File: src/rtl/mem_bist_master_pkg.sv
// Shared types and expected-data function for the memory BIST initiator.
// Pure definitions, no timing.
// No flow control of its own.
package mem_bist_pkg;

    typedef enum logic [2:0] {
        IDLE,
        WRITE,
        READ,
        DRAIN,
        DONE
    } bist_state_t;

    localparam logic [1:0] PAT_ZERO      = 2'd0;
    localparam logic [1:0] PAT_ONES      = 2'd1;
    localparam logic [1:0] PAT_CHECKER   = 2'd2;
    localparam logic [1:0] PAT_ADDR_SEED = 2'd3;

    // Computed at 64 bits and masked to 'width'; callers truncate to their data width.
    function automatic logic [63:0] bist_exp_data(input logic [1:0]  pattern,
                                                  input logic [63:0] seed,
                                                  input logic [63:0] addr,
                                                  input int          width);
        logic [63:0] mask;
        logic [63:0] r;
        mask = (width >= 64) ? '1 : ((64'd1 << width) - 64'd1);
        r    = '0;
        case (pattern)
            PAT_ZERO:      r = '0;
            PAT_ONES:      r = '1;
            PAT_CHECKER:   r = addr[0] ? {32{2'b10}} : {32{2'b01}};
            PAT_ADDR_SEED: r = seed + addr;
            default:       r = '0;
        endcase
        return r & mask;
    endfunction

endpackage

File: src/rtl/mem_bist_master_if.sv
// Single-port synchronous memory port (registered read, 1-cycle latency).
// Read data valid one cycle after its address.
// No backpressure: the memory accepts one access per cycle.
interface mem_bist_master_if #(
    parameter int WIDTH      = 8,
    parameter int ADDR_WIDTH = 4
);
    logic                  mem_we;
    logic [ADDR_WIDTH-1:0] mem_addr;
    logic [WIDTH-1:0]      mem_wdata;
    logic [WIDTH-1:0]      mem_rdata;

    modport master (output mem_we, output mem_addr, output mem_wdata, input  mem_rdata);
    modport slave  (input  mem_we, input  mem_addr, input  mem_wdata, output mem_rdata);
endinterface

File: src/rtl/mem_bist_master.sv
// Memory BIST initiator: write pattern to all locations, read back, count mismatches.
// Run takes 2*DEPTH+2 cycles from start to done; compare lags each read by one cycle.
// No backpressure; owns the memory port while busy, abort returns to IDLE next edge.
module mem_bist_master
    import mem_bist_pkg::*;
#(
    parameter int WIDTH      = 8,
    parameter int DEPTH      = 16,
    parameter int ADDR_WIDTH = 4
) (
    input  logic                  clk,
    input  logic                  rst_n,
    input  logic                  start,
    input  logic                  abort,
    input  logic [1:0]            pattern_sel,
    input  logic [WIDTH-1:0]      seed,
    output logic                  busy,
    output logic                  done,
    output logic                  pass,
    output logic [ADDR_WIDTH:0]   err_count,
    output logic [ADDR_WIDTH-1:0] first_err_addr,
    mem_bist_master_if.master     mem
);

    localparam logic [ADDR_WIDTH-1:0] LAST_ADDR = ADDR_WIDTH'(DEPTH - 1);
    localparam logic [ADDR_WIDTH-1:0] ADDR_ONE  = ADDR_WIDTH'(1);
    localparam logic [ADDR_WIDTH:0]   ERR_MAX   = '1;
    localparam logic [ADDR_WIDTH:0]   ERR_ONE   = (ADDR_WIDTH+1)'(1);

    bist_state_t           state;
    logic [1:0]            pat_q;
    logic [WIDTH-1:0]      seed_q;
    logic                  cmp_vld;
    logic [ADDR_WIDTH-1:0] cmp_addr;
    logic                  mismatch;
    logic [ADDR_WIDTH:0]   err_nxt;

    function automatic logic [WIDTH-1:0] exp_at(input logic [1:0]            p,
                                                input logic [WIDTH-1:0]      s,
                                                input logic [ADDR_WIDTH-1:0] a);
        return WIDTH'(bist_exp_data(p, 64'(s), 64'(a), WIDTH));
    endfunction

    // Compare the word returned for last cycle's read address; saturating error count.
    always_comb begin
        mismatch = cmp_vld && (mem.mem_rdata != exp_at(pat_q, seed_q, cmp_addr));
        err_nxt  = err_count;
        if (mismatch && (err_count != ERR_MAX)) begin
            err_nxt = err_count + ERR_ONE;
        end
    end

    // Run sequencer with registered memory-port and status outputs.
    always_ff @(posedge clk or negedge rst_n) begin
        if (!rst_n) begin
            state          <= IDLE;
            pat_q          <= '0;
            seed_q         <= '0;
            cmp_vld        <= 1'b0;
            cmp_addr       <= '0;
            busy           <= 1'b0;
            done           <= 1'b0;
            pass           <= 1'b0;
            err_count      <= '0;
            first_err_addr <= '0;
            mem.mem_we     <= 1'b0;
            mem.mem_addr   <= '0;
            mem.mem_wdata  <= '0;
        end else begin
            // Compare results land regardless of state; start/abort below may override.
            if (mismatch) begin
                err_count <= err_nxt;
                if (err_count == '0) begin
                    first_err_addr <= cmp_addr;
                end
            end

            if ((state != IDLE) && abort) begin
                state      <= IDLE;
                busy       <= 1'b0;
                done       <= 1'b0;
                pass       <= 1'b0;
                cmp_vld    <= 1'b0;
                mem.mem_we <= 1'b0;
            end else begin
                case (state)
                    IDLE: begin
                        if (start) begin
                            state          <= WRITE;
                            pat_q          <= pattern_sel;
                            seed_q         <= seed;
                            busy           <= 1'b1;
                            pass           <= 1'b0;
                            err_count      <= '0;
                            first_err_addr <= '0;
                            mem.mem_we     <= 1'b1;
                            mem.mem_addr   <= '0;
                            mem.mem_wdata  <= exp_at(pattern_sel, seed, '0);
                        end
                    end
                    WRITE: begin
                        if (mem.mem_addr == LAST_ADDR) begin
                            state        <= READ;
                            mem.mem_we   <= 1'b0;
                            mem.mem_addr <= '0;
                        end else begin
                            mem.mem_addr  <= mem.mem_addr + ADDR_ONE;
                            mem.mem_wdata <= exp_at(pat_q, seed_q, mem.mem_addr + ADDR_ONE);
                        end
                    end
                    READ: begin
                        cmp_vld  <= 1'b1;
                        cmp_addr <= mem.mem_addr;
                        if (mem.mem_addr == LAST_ADDR) begin
                            state <= DRAIN;
                        end else begin
                            mem.mem_addr <= mem.mem_addr + ADDR_ONE;
                        end
                    end
                    DRAIN: begin
                        cmp_vld <= 1'b0;
                        busy    <= 1'b0;
                        done    <= 1'b1;
                        pass    <= (err_nxt == '0);
                        state   <= DONE;
                    end
                    DONE: begin
                        done  <= 1'b0;
                        state <= IDLE;
                    end
                    default: state <= IDLE;
                endcase
            end
        end
    end

endmodule
File: src/flat_wrapper.sv
// flat-port wrapper written by rule: the top's interface ports become plain ports
module mem_bist_master_flat import mem_bist_pkg::*;
#(
    parameter int WIDTH      = 8,
    parameter int DEPTH      = 16,
    parameter int ADDR_WIDTH = 4
)
  (clk, rst_n, start, abort, pattern_sel, seed, busy, done, pass, err_count, first_err_addr, mem_mem_we, mem_mem_addr, mem_mem_wdata, mem_mem_rdata);
  mem_bist_master_if #(.WIDTH(WIDTH), .ADDR_WIDTH(ADDR_WIDTH)) mem_i ();
  input  logic clk;
  input  logic rst_n;
  input  logic start;
  input  logic abort;
  input  logic [1:0] pattern_sel;
  input  logic [WIDTH-1:0] seed;
  output logic busy;
  output logic done;
  output logic pass;
  output logic [ADDR_WIDTH:0] err_count;
  output logic [ADDR_WIDTH-1:0] first_err_addr;
  output wire logic [$bits(mem_i.mem_we)-1:0] mem_mem_we;
  output wire logic [$bits(mem_i.mem_addr)-1:0] mem_mem_addr;
  output wire logic [$bits(mem_i.mem_wdata)-1:0] mem_mem_wdata;
  input wire logic [$bits(mem_i.mem_rdata)-1:0] mem_mem_rdata;
  assign mem_mem_we = mem_i.mem_we;
  assign mem_mem_addr = mem_i.mem_addr;
  assign mem_mem_wdata = mem_i.mem_wdata;
  assign mem_i.mem_rdata = mem_mem_rdata;
  mem_bist_master #(.WIDTH(WIDTH), .DEPTH(DEPTH), .ADDR_WIDTH(ADDR_WIDTH)) u_core (.clk(clk), .rst_n(rst_n), .start(start), .abort(abort), .pattern_sel(pattern_sel), .seed(seed), .busy(busy), .done(done), .pass(pass), .err_count(err_count), .first_err_addr(first_err_addr), .mem(mem_i));
endmodule
File: config.mk
export PLATFORM = sky130hd
export DESIGN_NAME = mem_bist_master_flat
export DESIGN_NICKNAME = d
export VERILOG_FILES = /design/src/rtl/mem_bist_master_pkg.sv /design/src/rtl/mem_bist_master_if.sv /design/src/rtl/mem_bist_master.sv /design/src/flat_wrapper.sv
export SDC_FILE = /design/constraint.sdc
export NUM_CORES = 1
export LEC_CHECK = 0
export ABC_AREA = 1
export CORE_MARGIN = 2
export CORE_UTILIZATION = 48
export CTS_CLUSTER_SIZE = 10
export DETAILED_ROUTE_END_ITERATION = 12
export HOLD_SLACK_MARGIN = 0.02
export PLACE_DENSITY = 0.76
export SLEW_MARGIN = 10
export SYNTH_ARGS = -nofsm -noshare
export SYNTH_HDL_FRONTEND = slang
export SYNTH_SLANG_ARGS = --single-unit
File: constraint.sdc
create_clock -name clk -period 2.33 [get_ports clk]
set_input_delay 0.466 -clock clk [delete_from_list [all_inputs] [get_ports clk]]
set_output_delay 0.466 -clock clk [all_outputs]
set_load 0.05 [all_outputs]
# --- After elaboration in Yosys (flattened, before gate mapping) ---
# Cells that the tools add are included.
word_totals:
  reg_bits: 43
  in_bits: 22
  output_inout_bits: 25
  wordCells: 99
classes:
  n_addsub: 4
  eq_ne: 19
  n_mux: 40
  n_bitwise: 1
  n_reduce_logical: 22
ops:
  columns: ["operator", "count"]
  rows:
  - ["8-bit one-hot mux with 4 select lines", 3]
  - ["4-bit two-way mux", 8]
  - ["8-bit two-way mux", 4]
  - ["5-bit two-way mux", 5]
  - ["3-bit nonzero test", 6]
  - ["8-bit by 4-bit adder with 8-bit output", 2]
  - ["8-bit one-hot mux with 2 select lines", 1]
  - ["3-bit two-way mux", 4]
  - ["3-bit one-hot mux with 4 select lines", 1]
  - ["4-bit one-hot mux with 3 select lines", 1]
  - ["5-bit logical NOT", 2]
  - ["1-bit one-hot mux with 2 select lines", 5]
  - ["3-bit AND reduction", 3]
  - ["2-bit == test (second input constant)", 4]
  - ["1-bit two-way mux", 8]
  - ["8-bit inequality test", 1]
  - ["4-bit AND reduction", 2]
  - ["3-bit by 2-bit == test with 1-bit output (second input constant)", 2]
  - ["2-bit inequality test (second input constant)", 3]
  - ["3-bit by 1-bit inequality test with 1-bit output (second input constant)", 2]
  - ["5-bit by 1-bit adder with 5-bit output (second input constant)", 1]
  - ["5-bit inequality test (second input constant)", 1]
  - ["4-bit by 1-bit adder with 4-bit output (second input constant)", 1]
  - ["2-bit by 1-bit == test with 1-bit output (second input constant)", 2]
  - ["other kinds (10)", 14]

# --- Longest topological paths before layout ---
logic_depth:
  ltp_word: 10
  depth_mapped: 21
  depth_no_buf: 21

# --- Least setup slack after synthesis ---
# No wires, ideal clock.
synth_path:
  path_kind: "register to register"
  from: "register u_core.mem.mem_addr[0]"
  to: "register u_core.mem.mem_wdata[7]"
  setup_time_ps: 132
  arrival_time_ps: 2479
  t_required_ps: 2198
  path_slack_ps: -280
  stages_incl_launch_ff: 16
  path_buffers: 0
  period_less_slack_ps: 2610
  path_cell_list: "dfrtp_1 -> ha_1 -> xor2_1 -> ha_1 -> inv_1 -> nor2_1 -> nor2_1 -> nor2_1 -> o21ai_0 -> or2_2 -> nor2_1 -> a21oi_1 -> o21ai_0 -> nand2_1 -> nand3_1 -> o21ai_0"
synth_between:
  elab_chain_cells: 5
  word_cells_on_any_way: 9
  classes_between: "add/sub: 2; eq/ne: 2; mux: 4; reduce/logical: 1"
synth_lines:
  columns: ["element", "line", "text"]
  rows:
  - ["from (decl)", "mem_bist_master_if.sv:13", "modport master (output mem_we, output mem_addr, output mem_wdata, input mem_rdata);"]
  - ["from (signal assigned)", "mem_bist_master.sv:107", "mem.mem_addr <= mem.mem_addr + ADDR_ONE;"]
  - ["from (signal assigned)", "mem_bist_master.sv:117", "mem.mem_addr <= mem.mem_addr + ADDR_ONE;"]
  - ["4-bit by 1-bit adder with 4-bit output", "mem_bist_master.sv:108", "mem.mem_wdata <= exp_at(pat_q, seed_q, mem.mem_addr + ADDR_ONE);"]
  - ["8-bit by 4-bit adder with 8-bit output or 8-bit two-way mux (tied branches)", "mem_bist_master_pkg.sv:32, mem_bist_master_pkg.sv:31", null]
  - ["8-bit one-hot mux with 4 select lines", "mem_bist_master_pkg.sv:28", "case (pattern)"]
  - ["8-bit two-way mux", "mem_bist_master.sv:102", "if (mem.mem_addr == LAST_ADDR) begin"]
  - ["8-bit one-hot mux with 2 select lines", "mem_bist_master.sv:86", "case (state)"]
  - ["to (signal assigned)", "mem_bist_master.sv:98", "mem.mem_wdata <= exp_at(pattern_sel, seed, '0);"]
  - ["to (signal assigned)", "mem_bist_master.sv:108", null]
  - ["to (decl)", "mem_bist_master_if.sv:13", null]
# Parallel ways exist; a longest one is shown, timed or not. The select of a mux whose other input is x is not followed.
# A chain may end at the register's enable or synchronous reset.

# --- Final worst setup path ---
layout_path:
  from: "register u_core.seed_q[0]"
  to: "register u_core.pass"
layout_between:
  elab_chain_cells: 9
layout_lines:
  columns: ["element", "line", "text"]
  rows:
  - ["from (decl)", "mem_bist_master.sv:32", "logic [WIDTH-1:0] seed_q;"]
  - ["from (signal assigned)", "mem_bist_master.sv:58", "seed_q <= '0;"]
  - ["from (signal assigned)", "mem_bist_master.sv:91", "seed_q <= seed;"]
  - ["8-bit by 4-bit adder with 8-bit output", "mem_bist_master_pkg.sv:32", "PAT_ADDR_SEED: r = seed + addr;"]
  - ["8-bit one-hot mux with 4 select lines", "mem_bist_master_pkg.sv:28", null]
  - ["8-bit inequality test", "mem_bist_master.sv:46", "mismatch = cmp_vld && (mem.mem_rdata != exp_at(pat_q, seed_q, cmp_addr));"]
  - ["1-bit logical AND", "mem_bist_master.sv:46", null]
  - ["1-bit logical AND", "mem_bist_master.sv:48", "if (mismatch && (err_count != ERR_MAX)) begin"]
  - ["5-bit two-way mux", "mem_bist_master.sv:48", null]
  - ["5-bit logical NOT", "mem_bist_master.sv:124", "pass <= (err_nxt == '0);"]
  - ["1-bit one-hot mux with 2 select lines", "mem_bist_master.sv:86", null]
  - ["1-bit two-way mux", "mem_bist_master.sv:78", "if ((state != IDLE) && abort) begin"]
  - ["to (signal assigned)", "mem_bist_master.sv:124", null]
  - ["to (decl)", "mem_bist_master.sv:19", "output logic pass,"]
# No other way between the ends.

==> flow_summary.html <==
<table>
<tr><th>Metric</th><th>Value</th></tr>
<tr><th colspan="2">STA</th></tr>
<tr><td>Highest clock frequency the design can meet</td><td>~0.41 GHz</td></tr>
<tr><td># setup viols final</td><td>8</td></tr>
<tr><td>Shortest period the worst path allows</td><td>roughly 2.5 ns</td></tr>
<tr><td>Setup repair after global routing missed its margin</td><td>yes</td></tr>
<tr><td>Number of endpoints with negative hold slack in the final report</td><td>0</td></tr>
<tr><td>Skew final</td><td>approximately 0.012 ns</td></tr>
<tr><td>Share of the clock period used by the worst path after layout</td><td>105%</td></tr>
<tr><td>Worst slew margin relative to its limit</td><td>48.3%</td></tr>
<tr><td>Worst Tran Pin Value</td><td>around 0.78 ns</td></tr>
<tr><td>Final hold slack</td><td>0.230 ns</td></tr>
<tr><td>Setup total negative slack</td><td>-0.338 ns</td></tr>
<tr><td>Worst setup slack after layout</td><td>-0.123 ns</td></tr>
<tr><td>Number of max-slew violations in the final report</td><td>0</td></tr>
<tr><th colspan="2">Floorplan</th></tr>
<tr><td>Row count</td><td>27</td></tr>
<tr><td>Core Footprint</td><td>approximately 5600 um2</td></tr>
<tr><td>Area of the die</td><td>6510 um2</td></tr>
<tr><td>Die extent in x</td><td>80.7 um</td></tr>
<tr><td>Number of placed I/O pins</td><td>between 40 and 50</td></tr>
<tr><td>Effective utilization at floorplan</td><td>50.4%</td></tr>
<tr><td>Die height</td><td>80.7 um</td></tr>
<tr><th colspan="2">Critical path</th></tr>
<tr><td>Element type at the critical path start</td><td>flop</td></tr>
<tr><td>Critical path capture point type</td><td>flop</td></tr>
<tr><td>Critical path peak fanout</td><td>6</td></tr>
<tr><td>CP arrival</td><td>approximately 2.7 ns</td></tr>
<tr><td>Critical Path RT</td><td>2.58 ns</td></tr>
<tr><td>Startpoint-to-endpoint class of the critical path</td><td>reg2reg</td></tr>
<tr><td>Setup slack of the most critical reg-to-reg path</td><td>-0.12 ns</td></tr>
<tr><th colspan="2">Global route</th></tr>
<tr><td>Most utilized layer in the global route result</td><td>met2</td></tr>
<tr><td>Leftover overflow at the end of global routing</td><td>0</td></tr>
<tr><td>Wire length of the first global-routing pass</td><td>approximately 12 mm</td></tr>
<tr><td>Overall Global Routing Usage</td><td>a little under a quarter</td></tr>
<tr><td>Met1 Resource Use GR</td><td>30.6%</td></tr>
<tr><td>Via count of the first global-routing pass</td><td>2668</td></tr>
<tr><td>Initial antenna violation count</td><td>0</td></tr>
<tr><td>Met3 track utilization from global routing</td><td>roughly 4.5%</td></tr>
<tr><td>Met2 demand-to-capacity share in global routing</td><td>about two fifths</td></tr>
<tr><td>Pin count of the biggest net entering global routing</td><td>36</td></tr>
<tr><th colspan="2">Yosys</th></tr>
<tr><td>Number of warnings printed during yosys synthesis</td><td>0</td></tr>
<tr><td>Flip-flop and latch count after synthesis</td><td>43</td></tr>
<tr><td>Gate count of the mapped netlist</td><td>around 390</td></tr>
<tr><td>Sequential area share after synthesis</td><td>a little under two fifths</td></tr>
<tr><td>Average cell area after synthesis</td><td>roughly 7 um2</td></tr>
<tr><td>Summed instance area of the synthesized netlist</td><td>roughly 2800 um2</td></tr>
<tr><td>Synthesized netlist net count</td><td>428</td></tr>
<tr><td>Library cells used by synthesis</td><td>34</td></tr>
<tr><th colspan="2">Cells and area</th></tr>
<tr><td>Post-route cell area</td><td>around 3900 um2</td></tr>
<tr><td>Ratio of cells with drive above 1 in the final layout</td><td>between 20% and 30%</td></tr>
<tr><td>Filler-free cell count of the finished design</td><td>around 550</td></tr>
<tr><td>Antenna diodes</td><td>0</td></tr>
<tr><td>Final core utilization</td><td>69.0%</td></tr>
<tr><td>Area Growth Syn to Fin</td><td>37.1%</td></tr>
<tr><td>Final #Nets</td><td>508</td></tr>
<tr><th colspan="2">Pwr</th></tr>
<tr><td>Peak supply drop</td><td>0.821 mV</td></tr>
<tr><td>Switching power total</td><td>0.00292 W</td></tr>
<tr><td>Gate power share</td><td>about 67%</td></tr>
<tr><td>Switching share of total power</td><td>51.8%</td></tr>
<tr><td>Power density over cell area</td><td>~1500 nW/um2</td></tr>
<tr><td>Internal Pwr Total</td><td>0.00271 W</td></tr>
<tr><td>Seq pwr share</td><td>between 20% and 30%</td></tr>
<tr><td>Static leakage power</td><td>1.87 nW</td></tr>
<tr><td>Fraction of power consumed by the clock network</td><td>8.5%</td></tr>
<tr><th colspan="2">Place</th></tr>
<tr><td>Routability congestion estimate from global placement</td><td>between 0.8 and 0.9</td></tr>
<tr><td>Area after detailed placement</td><td>roughly 3500 um2</td></tr>
<tr><td>Dpl hpwl</td><td>around 5.5 mm</td></tr>
<tr><td>Number of port buffers</td><td>46</td></tr>
<tr><td>Inst Count DP</td><td>around 530</td></tr>
<tr><th colspan="2">Drt</th></tr>
<tr><td>Wirelength per Cell</td><td>between 10 and 15 um</td></tr>
<tr><td>Via count</td><td>between 2000 and 3000</td></tr>
<tr><td>Post-route DRC</td><td>0</td></tr>
<tr><td>Iter 0 DRT Violations</td><td>approximately 250</td></tr>
<tr><td>Count of antenna-violating nets left after detailed routing</td><td>0</td></tr>
<tr><td>Iteration count of the initial detailed-routing pass</td><td>5</td></tr>
<tr><td>Final WL</td><td>around 7.6 mm</td></tr>
<tr><td>Average via count per standard cell</td><td>approximately 5.4</td></tr>
<tr><th colspan="2">Clocking</th></tr>
<tr><td>Insertion delay of the later-clocked pin in the worst-skew pair</td><td>0.30 ns</td></tr>
<tr><td>Cts bufs inserted</td><td>5</td></tr>
<tr><td>Clock root buffer</td><td>sky130_fd_sc_hd__clkbuf_8</td></tr>
<tr><td>Count of hold-fix buffers inserted at cts</td><td>0</td></tr>
<tr><td>TritonCTS clock tree</td><td>built</td></tr>
<tr><td>Clock-pin slew on the worst setup and hold paths</td><td>around 0.09 ns</td></tr>
<tr><td>Clock Tree Buf Depth</td><td>2</td></tr>
<tr><td>Total number of clock tree sinks</td><td>43</td></tr>
<tr><td>Max H-tree Level</td><td>2</td></tr>
<tr><th colspan="2">Run status</th></tr>
<tr><td>Outcome</td><td>complete, but fails checks</td></tr>
<tr><td>Failing checks</td><td>setup timing</td></tr>
<tr><th colspan="2">Worst hold path</th></tr>
<tr><td>Worst hold-check path type</td><td>in2async</td></tr>
<tr><th colspan="2">Flow run</th></tr>
<tr><td>Max-capacitance violation count</td><td>0</td></tr>
</table>
-- registers in the layout, summed over array words and instances (netlist names), 2 cells and up --
signal	flops
u_core.err_count	5
u_core.pat_q	2
u_core.state	3
u_core.first_err_addr	4
u_core.mem.mem_addr	4
u_core.seed_q	8
u_core.mem.mem_wdata	8
u_core.cmp_addr	4
-- layout make-up --
cell class / count / area [um2]
Clock inverter: 2 / 13.8
Timing Repair Buffer: 78 / 703
Clock buffer: 6 / 72.6
Sequential cell: 43 / 1080
Inverter: 67 / 256
Fill cell: 466 / 1740
Multi-Input combinational cell: 277 / 1660
Tap cell: 72 / 90.1
-- stage by stage --
| step | power [W] | setup WS, ns |
|---|---|---|
| after global placement | 0.00456 | -0.0385 |
| after global routing | 0.00608 | -0.323 |
| after detailed placement | 0.00463 | -0.137 |
| after CTS | 0.00528 | -0.0955 |
| final | 0.00563 | -0.123 |
| after floorplan | 0.00353 | -0.0453 |
-- worst paths after layout --
check | endpoint | start | cells after the start
worst max-delay path | u_core.pass$_DFFE_PN0P_ | u_core.seed_q[0]$_DFFE_PN0P_ | 21
worst min-delay path | u_core.state[2]$_DFFE_PN0P_ | rst_n | 1
worst max register to register | u_core.pass$_DFFE_PN0P_ | u_core.seed_q[0]$_DFFE_PN0P_ | 21
worst min register to register | u_core.busy$_DFFE_PN0P_ | u_core.busy$_DFFE_PN0P_ | 1
max in group asynchronous | u_core.mem.mem_wdata[1]$_DFFE_PN0P_ | rst_n | 2
min in group clk | u_core.busy$_DFFE_PN0P_ | u_core.busy$_DFFE_PN0P_ | 1
-- power by group through the flow --
stage | registers [W] | clock network (W) | logic, W
after floorplan | 0.00189 | 0 | 0.00164
after global placement | 0.00136 | 0 | 0.00320
after detailed placement | 0.00137 | 0 | 0.00326
after CTS | 0.00136 | 0.000483 | 0.00343
after global routing | 0.00143 | 0.000519 | 0.00413
final | 0.00138 | 0.000479 | 0.00377
-- worst max-delay path: stages (launching register included) --
cell and delay (ns):
sky130_fd_sc_hd__dfrtp_1 0.36, sky130_fd_sc_hd__ha_2 0.19, sky130_fd_sc_hd__inv_2 0.04, sky130_fd_sc_hd__fa_2 0.52, sky130_fd_sc_hd__inv_2 0.03, sky130_fd_sc_hd__nand3_2 0.06, sky130_fd_sc_hd__nand3_2 0.08, sky130_fd_sc_hd__nand2_1 0.07
sky130_fd_sc_hd__nand2_1 0.04, sky130_fd_sc_hd__nor2_1 0.08, sky130_fd_sc_hd__nand2_1 0.07, sky130_fd_sc_hd__nor2_2 0.09, sky130_fd_sc_hd__nand3_2 0.08, sky130_fd_sc_hd__nor2_4 0.10, sky130_fd_sc_hd__nand2_4 0.10, sky130_fd_sc_hd__nand3_4 0.11
sky130_fd_sc_hd__nand2_2 0.06, sky130_fd_sc_hd__nand2_2 0.06, sky130_fd_sc_hd__nand2_1 0.05, sky130_fd_sc_hd__nor2_1 0.08, sky130_fd_sc_hd__nand2_1 0.05, sky130_fd_sc_hd__nand2_1 0.06
-- metal layers --
| layer | vias up | share of wire (%) |
|---|---|---|
| met5 | - | 0 |
| met4 | 0 | 2.2 |
| met3 | 19 | 7.4 |
| met2 | 136 | 48 |
| met1 | 1353 | 43 |
| li1 | 1443 | - |
-- repair_timing --
| action | in CTS | in global routing |
|---|---|---|
| pin swaps | 10 | 18 |
| setup buffers | 6 | 4 |
| resized for setup | 16 | 39 |
| endpoints found under the setup margin | 9 | 17 |
-- cells in the final DEF, fill, tap and decap left out, types with 2 or more instances in the layout --
| cell | n |
|---|---|
| sky130_fd_sc_hd__a21oi_1 | 12 |
| sky130_fd_sc_hd__a21oi_2 | 4 |
| sky130_fd_sc_hd__buf_4 | 30 |
| sky130_fd_sc_hd__buf_6 | 2 |
| sky130_fd_sc_hd__clkbuf_8 | 5 |
| sky130_fd_sc_hd__clkdlybuf4s50_1 | 45 |
| sky130_fd_sc_hd__clkinv_4 | 2 |
| sky130_fd_sc_hd__dfrtp_1 | 40 |
| sky130_fd_sc_hd__dfrtp_2 | 3 |
| sky130_fd_sc_hd__fa_2 | 2 |
| sky130_fd_sc_hd__ha_1 | 8 |
| sky130_fd_sc_hd__ha_4 | 3 |
| sky130_fd_sc_hd__inv_1 | 55 |
| sky130_fd_sc_hd__inv_2 | 11 |
| sky130_fd_sc_hd__nand2_1 | 83 |
| sky130_fd_sc_hd__nand2_2 | 9 |
| sky130_fd_sc_hd__nand3_1 | 40 |
| sky130_fd_sc_hd__nand3_2 | 5 |
| sky130_fd_sc_hd__nand3b_1 | 3 |
| sky130_fd_sc_hd__nand4_1 | 6 |
| sky130_fd_sc_hd__nor2_1 | 22 |
| sky130_fd_sc_hd__nor2_2 | 4 |
| sky130_fd_sc_hd__nor2_4 | 4 |
| sky130_fd_sc_hd__nor3_1 | 2 |
| sky130_fd_sc_hd__o21ai_0 | 35 |
| sky130_fd_sc_hd__o21ai_1 | 9 |
| sky130_fd_sc_hd__o21ai_2 | 2 |
| sky130_fd_sc_hd__o22ai_1 | 2 |
| sky130_fd_sc_hd__o31ai_2 | 3 |
| sky130_fd_sc_hd__xor2_1 | 4 |
-- Yosys cell counts, drive strengths merged --
cell type  count  share of area, %
nand2         93                13
buf            1              0.18
o31ai          5               1.3
clkinv         1              0.31
o22ai          2              0.44
nand3         46               9.0
nor2          30               4.3
clkbuf         4              0.53
o211ai         1              0.27
nor3b          1              0.27
o21a           1              0.27
nor3           3              0.71
a21oi         16               2.8
nand3b         3              0.80
ha            12               5.3
xor2           5               1.6
a31oi          1              0.22
fa             2               1.4
inv           66               8.8
nor4           1              0.22
nand4          7               1.8
or2            2              0.44
o21ai         46               8.2
dfrtp         43                38
-- logic make-up (layout without fill, tap and decap cells) --
| kind of cell | count (synthesis) | after routing | synth area share (%) |
|---|---|---|---|
| AOI/OAI and AO/OA | 72 | 72 | 13.5 |
| xor gates and xnor gates | 5 | 5 | 1.55 |
| adders and majority gates | 14 | 14 | 6.73 |
| buffers and inverters | 72 | 153 | 9.79 |
| DFF | 43 | 43 | 38.1 |
| and+or+nand+nor | 186 | 186 | 30.3 |
No activity file was read; power rests on OpenSTA's default activity.
